### src/rtl/dma_axi_write_master_if.sv
// AXI4 write-channel bundle (AW, W, B) between the DMA write master and the
// memory-side slave. Signal names keep their original M_AXI_* spelling.
interface dma_axi_write_master_if #(
    parameter int C_M_AXI_ID_WIDTH   = 1,
    parameter int C_M_AXI_ADDR_WIDTH = 32,
    parameter int C_M_AXI_DATA_WIDTH = 32
);
    // Write address channel
    logic [C_M_AXI_ID_WIDTH-1:0]     M_AXI_AWID;
    logic [C_M_AXI_ADDR_WIDTH-1:0]   M_AXI_AWADDR;
    logic [7:0]                      M_AXI_AWLEN;
    logic [2:0]                      M_AXI_AWSIZE;
    logic [1:0]                      M_AXI_AWBURST;
    logic                            M_AXI_AWLOCK;
    logic [3:0]                      M_AXI_AWCACHE;
    logic [2:0]                      M_AXI_AWPROT;
    logic [3:0]                      M_AXI_AWQOS;
    logic [0:0]                      M_AXI_AWUSER;
    logic                            M_AXI_AWVALID;
    logic                            M_AXI_AWREADY;
    // Write data channel
    logic [C_M_AXI_DATA_WIDTH-1:0]   M_AXI_WDATA;
    logic [C_M_AXI_DATA_WIDTH/8-1:0] M_AXI_WSTRB;
    logic                            M_AXI_WLAST;
    logic [0:0]                      M_AXI_WUSER;
    logic                            M_AXI_WVALID;
    logic                            M_AXI_WREADY;
    // Write response channel
    logic [C_M_AXI_ID_WIDTH-1:0]     M_AXI_BID;
    logic [1:0]                      M_AXI_BRESP;
    logic [0:0]                      M_AXI_BUSER;
    logic                            M_AXI_BVALID;
    logic                            M_AXI_BREADY;

    modport master (
        output M_AXI_AWID, M_AXI_AWADDR, M_AXI_AWLEN, M_AXI_AWSIZE, M_AXI_AWBURST,
               M_AXI_AWLOCK, M_AXI_AWCACHE, M_AXI_AWPROT, M_AXI_AWQOS, M_AXI_AWUSER,
               M_AXI_AWVALID,
               M_AXI_WDATA, M_AXI_WSTRB, M_AXI_WLAST, M_AXI_WUSER, M_AXI_WVALID,
               M_AXI_BREADY,
        input  M_AXI_AWREADY, M_AXI_WREADY,
               M_AXI_BID, M_AXI_BRESP, M_AXI_BUSER, M_AXI_BVALID
    );

    modport slave (
        input  M_AXI_AWID, M_AXI_AWADDR, M_AXI_AWLEN, M_AXI_AWSIZE, M_AXI_AWBURST,
               M_AXI_AWLOCK, M_AXI_AWCACHE, M_AXI_AWPROT, M_AXI_AWQOS, M_AXI_AWUSER,
               M_AXI_AWVALID,
               M_AXI_WDATA, M_AXI_WSTRB, M_AXI_WLAST, M_AXI_WUSER, M_AXI_WVALID,
               M_AXI_BREADY,
        output M_AXI_AWREADY, M_AXI_WREADY,
               M_AXI_BID, M_AXI_BRESP, M_AXI_BUSER, M_AXI_BVALID
    );
endinterface

### src/rtl/dma_axi_write_master.sv
// DMA write master: pulls words from a standard-mode FIFO through a 2-entry
// holding buffer and writes them to memory as AXI4 INCR bursts, one burst
// outstanding at a time.
// Optional feature macro: DMA_WR_4K_SPLIT_EN -- when defined, bursts are cut
// so that none crosses a 4KB address boundary.
module dma_axi_write_master #(
    parameter int C_M_AXI_BURST_LEN  = 16,
    parameter int C_M_AXI_ID_WIDTH   = 1,
    parameter int C_M_AXI_ADDR_WIDTH = 32,
    parameter int C_M_AXI_DATA_WIDTH = 32
) (
    input  logic        M_AXI_ACLK,
    input  logic        M_AXI_ARESETN,
    input  logic        i_start,
    input  logic [31:0] i_dst_addr,
    input  logic [31:0] i_total_len,
    input  logic [31:0] i_w_data,
    input  logic        i_fifo_empty,
    output logic        o_fifo_rd_en,
    output logic        o_write_done,
    output logic        o_write_error,
    dma_axi_write_master_if.master m_axi
);

    typedef enum logic [2:0] {
        ST_IDLE,
        ST_ADDR,
        ST_DATA,
        ST_RESP,
        ST_DONE
    } state_t;

    state_t      state_q, state_d;
    logic        start_q;
    logic [31:0] addr_q, addr_d;
    logic [7:0]  awlen_q, awlen_d;
    logic [29:0] left_q, left_d;      // words not yet completed, current burst included
    logic [29:0] wcnt_q, wcnt_d;      // word count of the whole transfer
    logic [29:0] popped_q, popped_d;  // FIFO pops issued for this transfer
    logic [7:0]  beat_q, beat_d;      // W handshakes in the current burst
    logic        done_q, done_d;
    logic        err_q, err_d;

    logic [31:0] buf0_q, buf0_d;      // buffer head
    logic [31:0] buf1_q, buf1_d;
    logic [1:0]  bcnt_q, bcnt_d;
    logic        infl_q;              // a pop was issued last cycle, data arrives now

    logic        start_rise;
    logic        w_hs;
    logic [8:0]  cur_beats;
    logic [31:0] adv_addr;
    logic [29:0] adv_left;
    logic [31:0] nb_addr;
    logic [29:0] nb_words;
    logic [29:0] nb_lim;
    logic [8:0]  nb_beats;
`ifdef DMA_WR_4K_SPLIT_EN
    logic [10:0] page_words;
`endif
    logic        unused_ok;

    assign start_rise = i_start & ~start_q;
    assign w_hs       = m_axi.M_AXI_WVALID & m_axi.M_AXI_WREADY;
    assign cur_beats  = {1'b0, awlen_q} + 9'd1;
    assign adv_addr   = addr_q + {21'b0, cur_beats, 2'b00};
    assign adv_left   = left_q - {21'b0, cur_beats};
    assign unused_ok  = ^{m_axi.M_AXI_BID, m_axi.M_AXI_BUSER, i_total_len[1:0]};

    // Beat count of the next burst: from the start inputs when idle, otherwise
    // from the position just past the burst currently being acknowledged.
    always_comb begin
        nb_addr  = adv_addr;
        nb_words = adv_left;
        if (state_q == ST_IDLE || state_q == ST_DONE) begin
            nb_addr  = i_dst_addr;
            nb_words = i_total_len[31:2];
        end
        nb_lim = 30'(C_M_AXI_BURST_LEN);
        if (nb_words < nb_lim) nb_lim = nb_words;
`ifdef DMA_WR_4K_SPLIT_EN
        page_words = 11'((13'd4096 - {1'b0, nb_addr[11:0]}) >> 2);
        if ({19'b0, page_words} < nb_lim) nb_lim = {19'b0, page_words};
`endif
        nb_beats = 9'(nb_lim);
    end

    // FIFO pop: keep buffered plus in-flight words at most 2, never overrun the count.
    always_comb begin
        o_fifo_rd_en = 1'b0;
        if ((state_q == ST_ADDR || state_q == ST_DATA || state_q == ST_RESP) &&
            !i_fifo_empty && (({1'b0, bcnt_q} + {2'b0, infl_q}) < 3'd2) &&
            (popped_q < wcnt_q))
            o_fifo_rd_en = 1'b1;
    end

    // Transfer FSM next-state and burst bookkeeping.
    always_comb begin
        state_d  = state_q;
        addr_d   = addr_q;
        awlen_d  = awlen_q;
        left_d   = left_q;
        wcnt_d   = wcnt_q;
        popped_d = popped_q + {29'b0, o_fifo_rd_en};
        beat_d   = beat_q;
        done_d   = done_q;
        err_d    = err_q;
        case (state_q)
            ST_IDLE, ST_DONE: begin
                if (start_rise) begin
                    addr_d   = i_dst_addr;
                    wcnt_d   = i_total_len[31:2];
                    left_d   = i_total_len[31:2];
                    popped_d = '0;
                    err_d    = 1'b0;
                    if (i_total_len[31:2] == '0) begin
                        state_d = ST_DONE;
                        done_d  = 1'b1;
                    end else begin
                        state_d = ST_ADDR;
                        done_d  = 1'b0;
                        awlen_d = 8'(nb_beats - 9'd1);
                    end
                end
            end
            ST_ADDR: begin
                if (m_axi.M_AXI_AWREADY) begin
                    state_d = ST_DATA;
                    beat_d  = '0;
                end
            end
            ST_DATA: begin
                if (w_hs) begin
                    beat_d = beat_q + 8'd1;
                    if (beat_q == awlen_q) state_d = ST_RESP;
                end
            end
            ST_RESP: begin
                if (m_axi.M_AXI_BVALID) begin
                    if (m_axi.M_AXI_BRESP != 2'b00) err_d = 1'b1;
                    left_d = adv_left;
                    if (adv_left != '0) begin
                        addr_d  = adv_addr;
                        awlen_d = 8'(nb_beats - 9'd1);
                        state_d = ST_ADDR;
                    end else begin
                        state_d = ST_DONE;
                        done_d  = 1'b1;
                    end
                end
            end
            default: state_d = ST_IDLE;
        endcase
    end

    // Holding buffer: simultaneous arrival and W handshake shift and refill in one cycle.
    always_comb begin
        buf0_d = buf0_q;
        buf1_d = buf1_q;
        bcnt_d = bcnt_q;
        if (infl_q && w_hs) begin
            if (bcnt_q == 2'd1) begin
                buf0_d = i_w_data;
            end else begin
                buf0_d = buf1_q;
                buf1_d = i_w_data;
            end
        end else if (infl_q) begin
            if (bcnt_q == 2'd0) buf0_d = i_w_data;
            else                buf1_d = i_w_data;
            bcnt_d = bcnt_q + 2'd1;
        end else if (w_hs) begin
            buf0_d = buf1_q;
            bcnt_d = bcnt_q - 2'd1;
        end
    end

    // State, counters and buffer registers with synchronous active-low reset.
    always_ff @(posedge M_AXI_ACLK) begin
        if (!M_AXI_ARESETN) begin
            state_q  <= ST_IDLE;
            start_q  <= 1'b0;
            addr_q   <= '0;
            awlen_q  <= '0;
            left_q   <= '0;
            wcnt_q   <= '0;
            popped_q <= '0;
            beat_q   <= '0;
            done_q   <= 1'b0;
            err_q    <= 1'b0;
            buf0_q   <= '0;
            buf1_q   <= '0;
            bcnt_q   <= '0;
            infl_q   <= 1'b0;
        end else begin
            state_q  <= state_d;
            start_q  <= i_start;
            addr_q   <= addr_d;
            awlen_q  <= awlen_d;
            left_q   <= left_d;
            wcnt_q   <= wcnt_d;
            popped_q <= popped_d;
            beat_q   <= beat_d;
            done_q   <= done_d;
            err_q    <= err_d;
            buf0_q   <= buf0_d;
            buf1_q   <= buf1_d;
            bcnt_q   <= bcnt_d;
            infl_q   <= o_fifo_rd_en;
        end
    end

    assign o_write_done  = done_q;
    assign o_write_error = err_q;

    assign m_axi.M_AXI_AWID    = C_M_AXI_ID_WIDTH'(0);
    assign m_axi.M_AXI_AWADDR  = C_M_AXI_ADDR_WIDTH'(addr_q);
    assign m_axi.M_AXI_AWLEN   = awlen_q;
    assign m_axi.M_AXI_AWSIZE  = 3'b010;
    assign m_axi.M_AXI_AWBURST = 2'b01;
    assign m_axi.M_AXI_AWLOCK  = 1'b0;
    assign m_axi.M_AXI_AWCACHE = 4'b0010;
    assign m_axi.M_AXI_AWPROT  = 3'b000;
    assign m_axi.M_AXI_AWQOS   = 4'b0000;
    assign m_axi.M_AXI_AWUSER  = '0;
    assign m_axi.M_AXI_AWVALID = (state_q == ST_ADDR);

    assign m_axi.M_AXI_WDATA   = C_M_AXI_DATA_WIDTH'(buf0_q);
    assign m_axi.M_AXI_WSTRB   = '1;
    assign m_axi.M_AXI_WUSER   = '0;
    assign m_axi.M_AXI_WVALID  = (state_q == ST_DATA) && (bcnt_q != 2'd0);
    assign m_axi.M_AXI_WLAST   = m_axi.M_AXI_WVALID && (beat_q == awlen_q);

    assign m_axi.M_AXI_BREADY  = (state_q == ST_RESP);

endmodule

### src/flat_wrapper.sv
// flat-port wrapper written by rule: the top's interface ports become plain ports
module dma_axi_write_master_flat 
#(
    parameter int C_M_AXI_BURST_LEN  = 16,
    parameter int C_M_AXI_ID_WIDTH   = 1,
    parameter int C_M_AXI_ADDR_WIDTH = 32,
    parameter int C_M_AXI_DATA_WIDTH = 32
)
  (M_AXI_ACLK, M_AXI_ARESETN, i_start, i_dst_addr, i_total_len, i_w_data, i_fifo_empty, o_fifo_rd_en, o_write_done, o_write_error, m_axi_M_AXI_AWID, m_axi_M_AXI_AWADDR, m_axi_M_AXI_AWLEN, m_axi_M_AXI_AWSIZE, m_axi_M_AXI_AWBURST, m_axi_M_AXI_AWLOCK, m_axi_M_AXI_AWCACHE, m_axi_M_AXI_AWPROT, m_axi_M_AXI_AWQOS, m_axi_M_AXI_AWUSER, m_axi_M_AXI_AWVALID, m_axi_M_AXI_WDATA, m_axi_M_AXI_WSTRB, m_axi_M_AXI_WLAST, m_axi_M_AXI_WUSER, m_axi_M_AXI_WVALID, m_axi_M_AXI_BREADY, m_axi_M_AXI_AWREADY, m_axi_M_AXI_WREADY, m_axi_M_AXI_BID, m_axi_M_AXI_BRESP, m_axi_M_AXI_BUSER, m_axi_M_AXI_BVALID);
  dma_axi_write_master_if #(.C_M_AXI_ID_WIDTH(C_M_AXI_ID_WIDTH), .C_M_AXI_ADDR_WIDTH(C_M_AXI_ADDR_WIDTH), .C_M_AXI_DATA_WIDTH(C_M_AXI_DATA_WIDTH)) m_axi_i ();
  input  logic M_AXI_ACLK;
  input  logic M_AXI_ARESETN;
  input  logic i_start;
  input  logic [31:0] i_dst_addr;
  input  logic [31:0] i_total_len;
  input  logic [31:0] i_w_data;
  input  logic i_fifo_empty;
  output logic o_fifo_rd_en;
  output logic o_write_done;
  output logic o_write_error;
  output wire logic [$bits(m_axi_i.M_AXI_AWID)-1:0] m_axi_M_AXI_AWID;
  output wire logic [$bits(m_axi_i.M_AXI_AWADDR)-1:0] m_axi_M_AXI_AWADDR;
  output wire logic [$bits(m_axi_i.M_AXI_AWLEN)-1:0] m_axi_M_AXI_AWLEN;
  output wire logic [$bits(m_axi_i.M_AXI_AWSIZE)-1:0] m_axi_M_AXI_AWSIZE;
  output wire logic [$bits(m_axi_i.M_AXI_AWBURST)-1:0] m_axi_M_AXI_AWBURST;
  output wire logic [$bits(m_axi_i.M_AXI_AWLOCK)-1:0] m_axi_M_AXI_AWLOCK;
  output wire logic [$bits(m_axi_i.M_AXI_AWCACHE)-1:0] m_axi_M_AXI_AWCACHE;
  output wire logic [$bits(m_axi_i.M_AXI_AWPROT)-1:0] m_axi_M_AXI_AWPROT;
  output wire logic [$bits(m_axi_i.M_AXI_AWQOS)-1:0] m_axi_M_AXI_AWQOS;
  output wire logic [$bits(m_axi_i.M_AXI_AWUSER)-1:0] m_axi_M_AXI_AWUSER;
  output wire logic [$bits(m_axi_i.M_AXI_AWVALID)-1:0] m_axi_M_AXI_AWVALID;
  output wire logic [$bits(m_axi_i.M_AXI_WDATA)-1:0] m_axi_M_AXI_WDATA;
  output wire logic [$bits(m_axi_i.M_AXI_WSTRB)-1:0] m_axi_M_AXI_WSTRB;
  output wire logic [$bits(m_axi_i.M_AXI_WLAST)-1:0] m_axi_M_AXI_WLAST;
  output wire logic [$bits(m_axi_i.M_AXI_WUSER)-1:0] m_axi_M_AXI_WUSER;
  output wire logic [$bits(m_axi_i.M_AXI_WVALID)-1:0] m_axi_M_AXI_WVALID;
  output wire logic [$bits(m_axi_i.M_AXI_BREADY)-1:0] m_axi_M_AXI_BREADY;
  input wire logic [$bits(m_axi_i.M_AXI_AWREADY)-1:0] m_axi_M_AXI_AWREADY;
  input wire logic [$bits(m_axi_i.M_AXI_WREADY)-1:0] m_axi_M_AXI_WREADY;
  input wire logic [$bits(m_axi_i.M_AXI_BID)-1:0] m_axi_M_AXI_BID;
  input wire logic [$bits(m_axi_i.M_AXI_BRESP)-1:0] m_axi_M_AXI_BRESP;
  input wire logic [$bits(m_axi_i.M_AXI_BUSER)-1:0] m_axi_M_AXI_BUSER;
  input wire logic [$bits(m_axi_i.M_AXI_BVALID)-1:0] m_axi_M_AXI_BVALID;
  assign m_axi_M_AXI_AWID = m_axi_i.M_AXI_AWID;
  assign m_axi_M_AXI_AWADDR = m_axi_i.M_AXI_AWADDR;
  assign m_axi_M_AXI_AWLEN = m_axi_i.M_AXI_AWLEN;
  assign m_axi_M_AXI_AWSIZE = m_axi_i.M_AXI_AWSIZE;
  assign m_axi_M_AXI_AWBURST = m_axi_i.M_AXI_AWBURST;
  assign m_axi_M_AXI_AWLOCK = m_axi_i.M_AXI_AWLOCK;
  assign m_axi_M_AXI_AWCACHE = m_axi_i.M_AXI_AWCACHE;
  assign m_axi_M_AXI_AWPROT = m_axi_i.M_AXI_AWPROT;
  assign m_axi_M_AXI_AWQOS = m_axi_i.M_AXI_AWQOS;
  assign m_axi_M_AXI_AWUSER = m_axi_i.M_AXI_AWUSER;
  assign m_axi_M_AXI_AWVALID = m_axi_i.M_AXI_AWVALID;
  assign m_axi_M_AXI_WDATA = m_axi_i.M_AXI_WDATA;
  assign m_axi_M_AXI_WSTRB = m_axi_i.M_AXI_WSTRB;
  assign m_axi_M_AXI_WLAST = m_axi_i.M_AXI_WLAST;
  assign m_axi_M_AXI_WUSER = m_axi_i.M_AXI_WUSER;
  assign m_axi_M_AXI_WVALID = m_axi_i.M_AXI_WVALID;
  assign m_axi_M_AXI_BREADY = m_axi_i.M_AXI_BREADY;
  assign m_axi_i.M_AXI_AWREADY = m_axi_M_AXI_AWREADY;
  assign m_axi_i.M_AXI_WREADY = m_axi_M_AXI_WREADY;
  assign m_axi_i.M_AXI_BID = m_axi_M_AXI_BID;
  assign m_axi_i.M_AXI_BRESP = m_axi_M_AXI_BRESP;
  assign m_axi_i.M_AXI_BUSER = m_axi_M_AXI_BUSER;
  assign m_axi_i.M_AXI_BVALID = m_axi_M_AXI_BVALID;
  dma_axi_write_master #(.C_M_AXI_BURST_LEN(C_M_AXI_BURST_LEN), .C_M_AXI_ID_WIDTH(C_M_AXI_ID_WIDTH), .C_M_AXI_ADDR_WIDTH(C_M_AXI_ADDR_WIDTH), .C_M_AXI_DATA_WIDTH(C_M_AXI_DATA_WIDTH)) u_core (.M_AXI_ACLK(M_AXI_ACLK), .M_AXI_ARESETN(M_AXI_ARESETN), .i_start(i_start), .i_dst_addr(i_dst_addr), .i_total_len(i_total_len), .i_w_data(i_w_data), .i_fifo_empty(i_fifo_empty), .o_fifo_rd_en(o_fifo_rd_en), .o_write_done(o_write_done), .o_write_error(o_write_error), .m_axi(m_axi_i));
endmodule
### config.mk
export PLATFORM = sky130hd
export DESIGN_NAME = dma_axi_write_master_flat
export DESIGN_NICKNAME = d
export VERILOG_FILES = /design/src/rtl/dma_axi_write_master_if.sv /design/src/rtl/dma_axi_write_master.sv /design/src/flat_wrapper.sv
export SDC_FILE = /design/constraint.sdc
export NUM_CORES = 1
export LEC_CHECK = 0
export ABC_AREA = 1
export BUFFER_PORTS_ARGS = -buffer_cell sky130_fd_sc_hd__buf_2
export CORE_MARGIN = 1.5
export CORE_UTILIZATION = 60
export CTS_BUF_LIST = sky130_fd_sc_hd__clkbuf_8
export DETAILED_ROUTE_END_ITERATION = 8
export GPL_TIMING_DRIVEN = 1
export PLACE_DENSITY = 0.84
export SLEW_MARGIN = 20
export SYNTH_ARGS = -nofsm -noshare
export SYNTH_HDL_FRONTEND = slang
export SYNTH_SLANG_ARGS = --single-unit
### constraint.sdc
create_clock -name M_AXI_ACLK -period 5.9 [get_ports M_AXI_ACLK]
set_input_delay 0.295 -clock M_AXI_ACLK [delete_from_list [all_inputs] [get_ports M_AXI_ACLK]]
set_output_delay 0.295 -clock M_AXI_ACLK [all_outputs]
set_load 0.01 [all_outputs]
==> After elaboration in Yosys (flattened, before gate mapping) <==
Cells that the tools add are included.
{ "totals": {"reg_bits": 211, "elab_cells": 129, "out_inout_bits": 103, "inputBits": 107} }
{ "op_classes": {"n_eq_ne": 18, "muxes": 48, "bitwise": 4, "n_lt_le_gt_ge": 3, "reduce_logical": 33, "n_addsub": 9} }
{ "op_table": {"columns": ["op", "count"], "rows": [
  ["$mux 32", 12],
  ["$mux 30", 5],
  ["$pmux 32 s2", 1],
  ["$pmux 30 s2", 1],
  ["$mux 8", 7],
  ["$add 32x11->32", 1],
  ["$pmux 8 s2", 2],
  ["$add 30x1->30", 1],
  ["$logic_not 30->1", 1],
  ["$lt 30x30->1", 1],
  ["$lt 30x5->1 const B", 1],
  ["$reduce_bool 30->1", 1],
  ["$sub 30x9->30", 1],
  ["$mux 3", 7],
  ["$ne 2x1->1 const B", 7],
  ["$pmux 3 s4", 1],
  ["$reduce_and 4->1", 3],
  ["$reduce_bool 2->1", 6],
  ["$reduce_and 5->1", 2],
  ["$add 8x1->9 const B", 1],
  ["$reduce_and 3->1", 3],
  ["$add 8x1->8 const B", 1],
  ["$eq 8x8->1", 1],
  ["$mux 1", 8],
  ["23 further kinds", 40]
]} }

==> Longest topological paths before layout <==
Gate-level depths: netlist (run 1).
{ "depth": {"depth_word": 10, "ltp_mapped": 30, "ltp_nobuf": 30} }

==> Worst setup path before layout (run 1) <==
Ideal clock, no wire load.
{ "synth_path": {"path_type": "flip-flop to flip-flop", "start": "register u_core.awlen_q[0] (netlist: u_core.m_axi.M_AXI_AWLEN[0])", "end": "register u_core.awlen_q[2] (netlist: u_core.m_axi.M_AXI_AWLEN[2])", "arrival_ns": 3.394, "period_less_slack_ns": 3.458, "required_ns": 5.836, "slack_ns": 2.442, "setup_time_ns": 0.064, "path_stages_with_launch": 27, "path_buffers": 0, "path_cell_list": "dfxtp_1 ha_1 nand3_1 nor3_1 inv_1 nor2_1 inv_1 nor2_1 inv_1 ha_1 a21oi_1 nand2_1 nor2_1 nand2_1 nand2_1 nand3_1 nor2_2 nand3_1 o21ai_1 nand2_1 clkinv_1 nand2_1 ha_1 inv_1 xor2_1 nor2_1 nor2_1"} }
{ "synth_via": {"elab_chain_cells": 9, "elab_cells_between_ends": 14, "cone_classes": "add/sub: 3; order compare: 1; eq/ne: 1; mux: 7; reduce/logical: 2"} }
{ "synth_lines": {"columns": ["item", "line_no", "source"], "rows": [
  ["from (decl)", "dma_axi_write_master.sv:36", "logic [7:0] awlen_q, awlen_d;"],
  ["from (signal assigned)", "dma_axi_write_master.sv:199", "awlen_q <= awlen_d;"],
  ["$add 8x1->9 (*)", "dma_axi_write_master.sv:65", "assign cur_beats = {1'b0, awlen_q} + 9'd1;"],
  ["$sub 30x9->30 (*)", "dma_axi_write_master.sv:67", "assign adv_left = left_q - {21'b0, cur_beats};"],
  ["$mux 30", "dma_axi_write_master.sv:75", "if (state_q == ST_IDLE || state_q == ST_DONE) begin"],
  ["$lt 30x5->1", "dma_axi_write_master.sv:80", "if (nb_words < nb_lim) nb_lim = nb_words;"],
  ["$mux 8", "dma_axi_write_master.sv:80", null],
  ["$sub 8x1->8", "dma_axi_write_master.sv:122, dma_axi_write_master.sv:144", null],
  ["$mux 8 (on tied branches)", "dma_axi_write_master.sv:142, dma_axi_write_master.sv:116", null],
  ["$mux 8 (on tied branches)", "dma_axi_write_master.sv:139, dma_axi_write_master.sv:110", null],
  ["$pmux 8 s2", "dma_axi_write_master.sv:108", "case (state_q)"]
]} }
Every way passes the cells marked *; elsewhere a longest branch is shown, timed or not. The select of a mux whose other input is x is not followed.
A chain may end at the register's enable or synchronous reset.

==> Final worst setup path (run 1) <==
Ends and elaborated chain as after synthesis.

==> impl_metrics.yaml, run 1 <==
clock_tree:
  cts.path.max_buffers: 3
  cts.sinks: 211
  cts_tree: "built"
  clkTransAtPathRegs_ps: 60
  insertion_delay_ps: 540
  cts_buffers: 36
  cts_setup_buffers: 0
  cts_resized: 0
  htree_levels: 2
  cts_hold_buffers: 34
  root_buffer: "clkbuf_8"
pwr:
  p_int_w: 0.00368
  pwr-share-comb: 0.524
  pwr-share-seq: 0.288
  finalPower_w: 0.00704
  p_sw_w: 0.00336
  ir_drop_uv: 295
  p_leak_nw: 6.54
  power.clock.fraction: 0.188
  sw_frac_of_total: 0.478
  power_density_mw_per_mm2: 488
timing:
  fin_crit_ps: 4180
  timing.final.crit_share: 0.708
  max_freq_ghz: 0.239
  maxSlewHeadroom: 0.273
  layout_setup_ws_ps: 1720
  hold_viol: 0
  fin_worst_skew_ps: 17.1
  rsz0062_at_grt: "no"
  finalSetupViolCount: 0
  slew_violations: 0
  tns_ps: 0
  worst_pin_slew_ps: 1090
finish:
  area_growth_pct: 15.6
  antenna_cells: 0
  drive_gt1_frac: 0.163
  finalNonFillerCells: 2302
  nets: 2173
  fill_cells: 1748
yosys:
  synth-seq-cells: 211
  synth_top_area_frac: 0.338
  yosysUniqueCellTypes: 59
  netlist_instances: 1819
  yosysSeqAreaShare: 0.338
  synth_flop_cell: "dfxtp_1"
  synthTopCellsByCount: "nand2_1, dfxtp_1, inv_1, nor2_1, a21oi_1"
  synth_largest_area_cell: "dfxtp_1"
  syn_area_mm2: 0.0125
  yosysMostFrequentCell: "nand2_1"
  synth_edf_count: 0
  yosysWarnings: 0
  syn_avg_cell_area_um2: 6.86
  synthTopCellsByArea: "dfxtp_1, nand2_1, inv_1"
  async_reset_ff_frac: 0
die:
  dieArea_mm2: 0.0217
  std_cell_rows: 52
  die_y_um: 147
  start_util: 0.615
  coreArea_mm2: 0.0203
  die_x_um: 147
  ios: 210
worst_setup_path:
  cpMostUsedCell: "nor2_1"
  critPathCaptureType: "flip-flop"
  cp_slowest_cell: "dfxtp_1"
  cp_slowest_stage_delay_ps: 410
  r2r_cells: 26
  cp_max_fo: 5
  critical_path_arrival_ps: 4650
  crit_required_ps: 6370
  r2r_slack_ps: 1720
  r2r-start: "u_core.m_axi.M_AXI_AWLEN[0]$_SDFFE_PN0P_"
  r2r_end: "u_core.m_axi.M_AXI_AWLEN[2]$_SDFFE_PN0P_"
  start_kind: "flip-flop"
  path_class: "flip-flop to flip-flop"
routing:
  vias: 12700
  drc: 0
  antenna_left: 0
  wl_mm: 34.3
  drtIter0Drc: 957
  viasPerCell: 5.52
  drtPass1Iterations: 6
  wl_per_cell_um: 14.9
placement:
  placed_cells: 2207
  port-buffer-count: 181
  dp_hpwl_mm: 23.8
  dp_slack_ps: 1790
  place_congestion: 0.950
global_routing:
  grt_usage: 0.312
  antenna_found_initial: 1
  grt-ovfl-total: 0
  grt_pass1_wl_mm: 55.8
  grt_pass1_vias: 11900
  grt_max_degree: 93
status:
  run_status: "complete, no violations"
hold_path:
  hp-class: "primary input to flip-flop"
  whs_path_depth: 3
  whs_endpoint: "u_core.buf1_q[8]$_SDFFE_PN0P_"
  worst_hold_startpoint: "i_w_data[8]"
run:
  maxCapViolations: 0
## area by class of cell
cell class / instances / area (um2) / area share
clock buffer: 47 / 647 / 0.0448
clock inverter: 14 / 73.8 / 0.00511
tap: 270 / 338 / 0.0234
sequential: 211 / 4220 / 0.293
inverter: 220 / 828 / 0.0574
timing repair buffer: 223 / 1310 / 0.0905
multi-input combinational: 1317 / 7020 / 0.486
## flip-flops by register name (all words and copies together), names as in the netlist
register,count
u_core.popped_q,30
u_core.left_q,30
u_core.start_q,1
u_core.beat_q,8
u_core.bcnt_q,2
u_core.o_write_error,1
u_core.wcnt_q,30
u_core.m_axi.M_AXI_AWADDR,32
u_core.state_q,3
u_core.buf1_q,32
u_core.infl_q,1
u_core.m_axi.M_AXI_AWLEN,8
u_core.m_axi.M_AXI_WDATA,32
u_core.o_write_done,1
## layer usage
metal | share of wire | up-vias | global-route usage | wire, um
met5 | 0.00029 | - | 0 | 10
met4 | 0.027 | 2 | 0.109 | 939
met3 | 0.072 | 77 | 0.0553 | 2480
met2 | 0.46 | 457 | 0.512 | 15900
met1 | 0.44 | 5790 | 0.411 | 15000
li1 | - | 6381 | - | -
## critical path: cells and delay by family, from the launching register on
family	cells	cell delay, ps
buf+inv	5	380
flops	1	410
compound gates	2	530
fa+ha+maj	3	760
simple gates	15	1820
xor+xnor	1	160
## power groups by stage
stage               logic (W)  clock network [W]  registers [W]
CTS                   0.00364            0.00134        0.00202
finish                0.00369            0.00132        0.00203
detailed placement    0.00361                  0        0.00204
floorplan             0.00273                  0        0.00206
global route          0.00411            0.00141        0.00206
global placement      0.00352                  0        0.00203
## cells by family after synthesis
| family | share of synthesized area |
|---|---|
| other cells | 0.000602 |
| xor+xnor | 0.0288 |
| compound gates | 0.176 |
| mux | 0.00241 |
| flops | 0.338 |
| buf+inv | 0.107 |
| simple gates | 0.289 |
| fa+ha+maj | 0.0583 |
## stage by stage
stage                     area [um2]  utilization  hold slack [ps]
after CTS                      14400        0.711             2.49
after global routing           14400        0.711             10.1
after detailed placement       13400        0.659              450
after floorplan                12600            -              423
final                          14400        0.711             24.7
after global placement         13400        0.659              440
## worst max path at each step
stage / to / from
6_report: u_core.m_axi.M_AXI_AWLEN[2]$_SDFFE_PN0P_ / u_core.m_axi.M_AXI_AWLEN[0]$_SDFFE_PN0P_
2_1_floorplan: u_core.m_axi.M_AXI_AWLEN[2]$_SDFFE_PN0P_ / u_core.m_axi.M_AXI_AWLEN[0]$_SDFFE_PN0P_
4_1_cts: u_core.m_axi.M_AXI_AWLEN[2]$_SDFFE_PN0P_ / u_core.m_axi.M_AXI_AWLEN[0]$_SDFFE_PN0P_
5_1_grt: u_core.popped_q[28]$_SDFF_PN0_ / u_core.popped_q[5]$_SDFF_PN0_
3_5_place_dp: u_core.popped_q[25]$_SDFF_PN0_ / u_core.state_q[2]$_SDFFE_PN0P_
3_3_place_gp: u_core.m_axi.M_AXI_AWADDR[8]$_SDFFE_PN0P_ / u_core.m_axi.M_AXI_AWLEN[0]$_SDFFE_PN0P_
## cell usage in the layout, fill, tap and decap left out, drive strengths merged, types with 34 or more instances in the layout
| master | count |
|---|---|
| dfxtp | 211 |
| nor2 | 167 |
| ha | 55 |
| nand3 | 103 |
| clkbuf | 47 |
| inv | 229 |
| dlygate4sd3 | 34 |
| a21oi | 137 |
| nor3 | 34 |
| buf | 189 |
| nand2 | 446 |
| o21ai | 118 |
| a31oi | 63 |
(Power assumes the default switching activity.)
==> inputs of run 2 (changes only) <==
CORE_UTILIZATION = 59   (was 60)
PLACE_DENSITY = 0.83   (was 0.84)
clock period = 4.3 ns   (was 5.9 ns; I/O delays follow)
==> run 2 against run 1 <==
Compared with the run above: cell count is 2.1% higher; combinational power grew 43%; power grew 43%; core utilization is 0.24 points higher; non-clock buffer count increased by 28; fmax increased by 7.4%; via count up 3.0%; critical path depth shrank 4; worst setup slack worse by 1300 ps; global-route usage is 0.85 points higher; sequential power up 37%; count of clock-buffer cells in the layout increased by 3.
==> impl_metrics.yaml, run 2 (same netlist as run 1, synthesis figures left out) <==
pwr:
  p_int_w: 0.00526
  power_density_mw_per_mm2: 676
  ir_drop_uv: 318
  power.clock.fraction: 0.200
  p_leak_nw: 6.78
  pwr-share-seq: 0.277
  pwr-share-comb: 0.523
  finalPower_w: 0.0101
  sw_frac_of_total: 0.478
  p_sw_w: 0.00482
worst_setup_path:
  critPathCaptureType: "flip-flop"
  path_class: "flip-flop to flip-flop"
  critical_path_arrival_ps: 4370
  cp_max_fo: 6
  crit_required_ps: 4780
  start_kind: "flip-flop"
die:
  std_cell_rows: 53
  die_y_um: 148
  dieArea_mm2: 0.0220
  ios: 210
  coreArea_mm2: 0.0209
  start_util: 0.597
  die_x_um: 148
timing:
  finalSetupViolCount: 0
  timing.final.crit_share: 0.905
  slew_violations: 0
  rsz0062_at_grt: "no"
  max_freq_ghz: 0.257
  worst_pin_slew_ps: 878
  maxSlewHeadroom: 0.411
  fin_crit_ps: 3890
  fin_worst_skew_ps: 24.3
  tns_ps: 0
  hold_viol: 0
finish:
  regArea_mm2: 0.00423
  multi_input_comb_area_mm2: 0.00710
  area_growth_pct: 19.4
  drive_gt1_frac: 0.175
  fill_cells: 1723
  nets: 2207
  final_common_cell: "nand2_1"
  mostFrequentLayoutCells: "nand2_1, inv_1, dfxtp_1, buf_2, nor2_1"
status:
  run_status: "complete, no violations"
clock_tree:
  cts.sinks: 211
  clkTransAtPathRegs_ps: 60
  htree_levels: 2
  cts.path.max_buffers: 3
  cts_setup_buffers: 0
  insertion_delay_ps: 540
  cts_buffers: 40
  root_buffer: "clkbuf_8"
  cts_tree: "built"
global_routing:
  grt-ovfl-total: 0
  antenna_found_initial: 1
  grt_pass1_wl_mm: 58.1
  grt_usage: 0.320
  grt_pass1_vias: 12200
  grt_max_degree: 92
routing:
  antenna_left: 0
  wl_per_cell_um: 15.3
  drc: 0
  wl_mm: 35.9
  drtPass1Iterations: 5
  viasPerCell: 5.57
  vias: 13100
  drtIter0Drc: 951
hold_path:
  hp-class: "primary input to flip-flop"
placement:
  port-buffer-count: 181
  place_congestion: 0.932
  dp_hpwl_mm: 24.6
run:
  maxCapViolations: 0
==> run 2: power groups by stage <==
stage / Combinational [W] / Sequential [W] / Clock, W
after floorplan: 0.00375 / 0.00283 / 0
after global placement: 0.00487 / 0.00279 / 0
after detailed placement: 0.00499 / 0.00281 / 0
after CTS: 0.00507 / 0.00277 / 0.00204
after global routing: 0.00588 / 0.00285 / 0.00213
final: 0.00527 / 0.00279 / 0.00202
==> run 2: timing repair <==
action | in CTS | in global routing
hold buffers | 55 | 0
resized for setup | 0 | 20
endpoints found under the hold margin | 87 | 0
setup endpoints to repair | 0 | 30
==> run 2: per-layer routing <==
metal	share of wire	wire length, um	GRT usage	vias up
met1	0.43	15500	0.412	6014
met3	0.070	2510	0.0518	108
met5	0	0	0	-
met4	0.035	1270	0.116	0
li1	-	-	-	6444
met2	0.46	16700	0.541	526
==> run 2: final cells by class <==
type	instances	share of cell area
Multi-Input combinational cell	1319	0.476
Timing Repair Buffer	251	0.105
Inverter	220	0.0556
Clock buffer	50	0.0462
Clock inverter	23	0.00957
Antenna cell	1	0.000168
Tap cell	275	0.0231
Sequential cell	211	0.284
==> run 2: path summary, 6_finish.rpt <==
kind | start | end | slack (ps) | cells after the start
max reg2reg | u_core.popped_q[11]$_SDFF_PN0_ | u_core.popped_q[28]$_SDFF_PN0_ | 410 | 22
max | u_core.popped_q[11]$_SDFF_PN0_ | u_core.popped_q[28]$_SDFF_PN0_ | 410 | 22
min reg2reg | u_core.o_write_error$_SDFFE_PN0P_ | u_core.o_write_error$_SDFFE_PN0P_ | 460 | 2
min | i_dst_addr[16] | u_core.m_axi.M_AXI_AWADDR[16]$_SDFFE_PN0P_ | 10 | 3
==> run 2: metrics by stage <==
stage	instances	hold WS, ps	instance area, um2	utilization	setup slack, ps
floorplan	1841	343	12600	-	842
global placement	2219	436	13400	0.643	389
detailed placement	2219	450	13400	0.643	213
CTS	2347	0.523	14800	0.709	195
global route	2350	21.2	14900	0.713	16.1
finish	2350	13.1	14900	0.713	407
==> run 2: critical path: stages (launching register included) <==
cell      delay [ps]
dfxtp_1          430
ha_1             280
a21oi_1          160
nor2_1            70
a211oi_1         190
o21ai_0          120
nand4_1          110
nand4_1          120
nor2_1           190
ha_1             200
ha_1             200
nand3_1          180
nor3_4           210
nand3_2          150
nor4b_4          300
nand3_1          160
nor2_2           140
nand3_2          120
nor2_4           170
nand2_1           90
o21ai_1          120
nand2_1           60
nor2_1            70
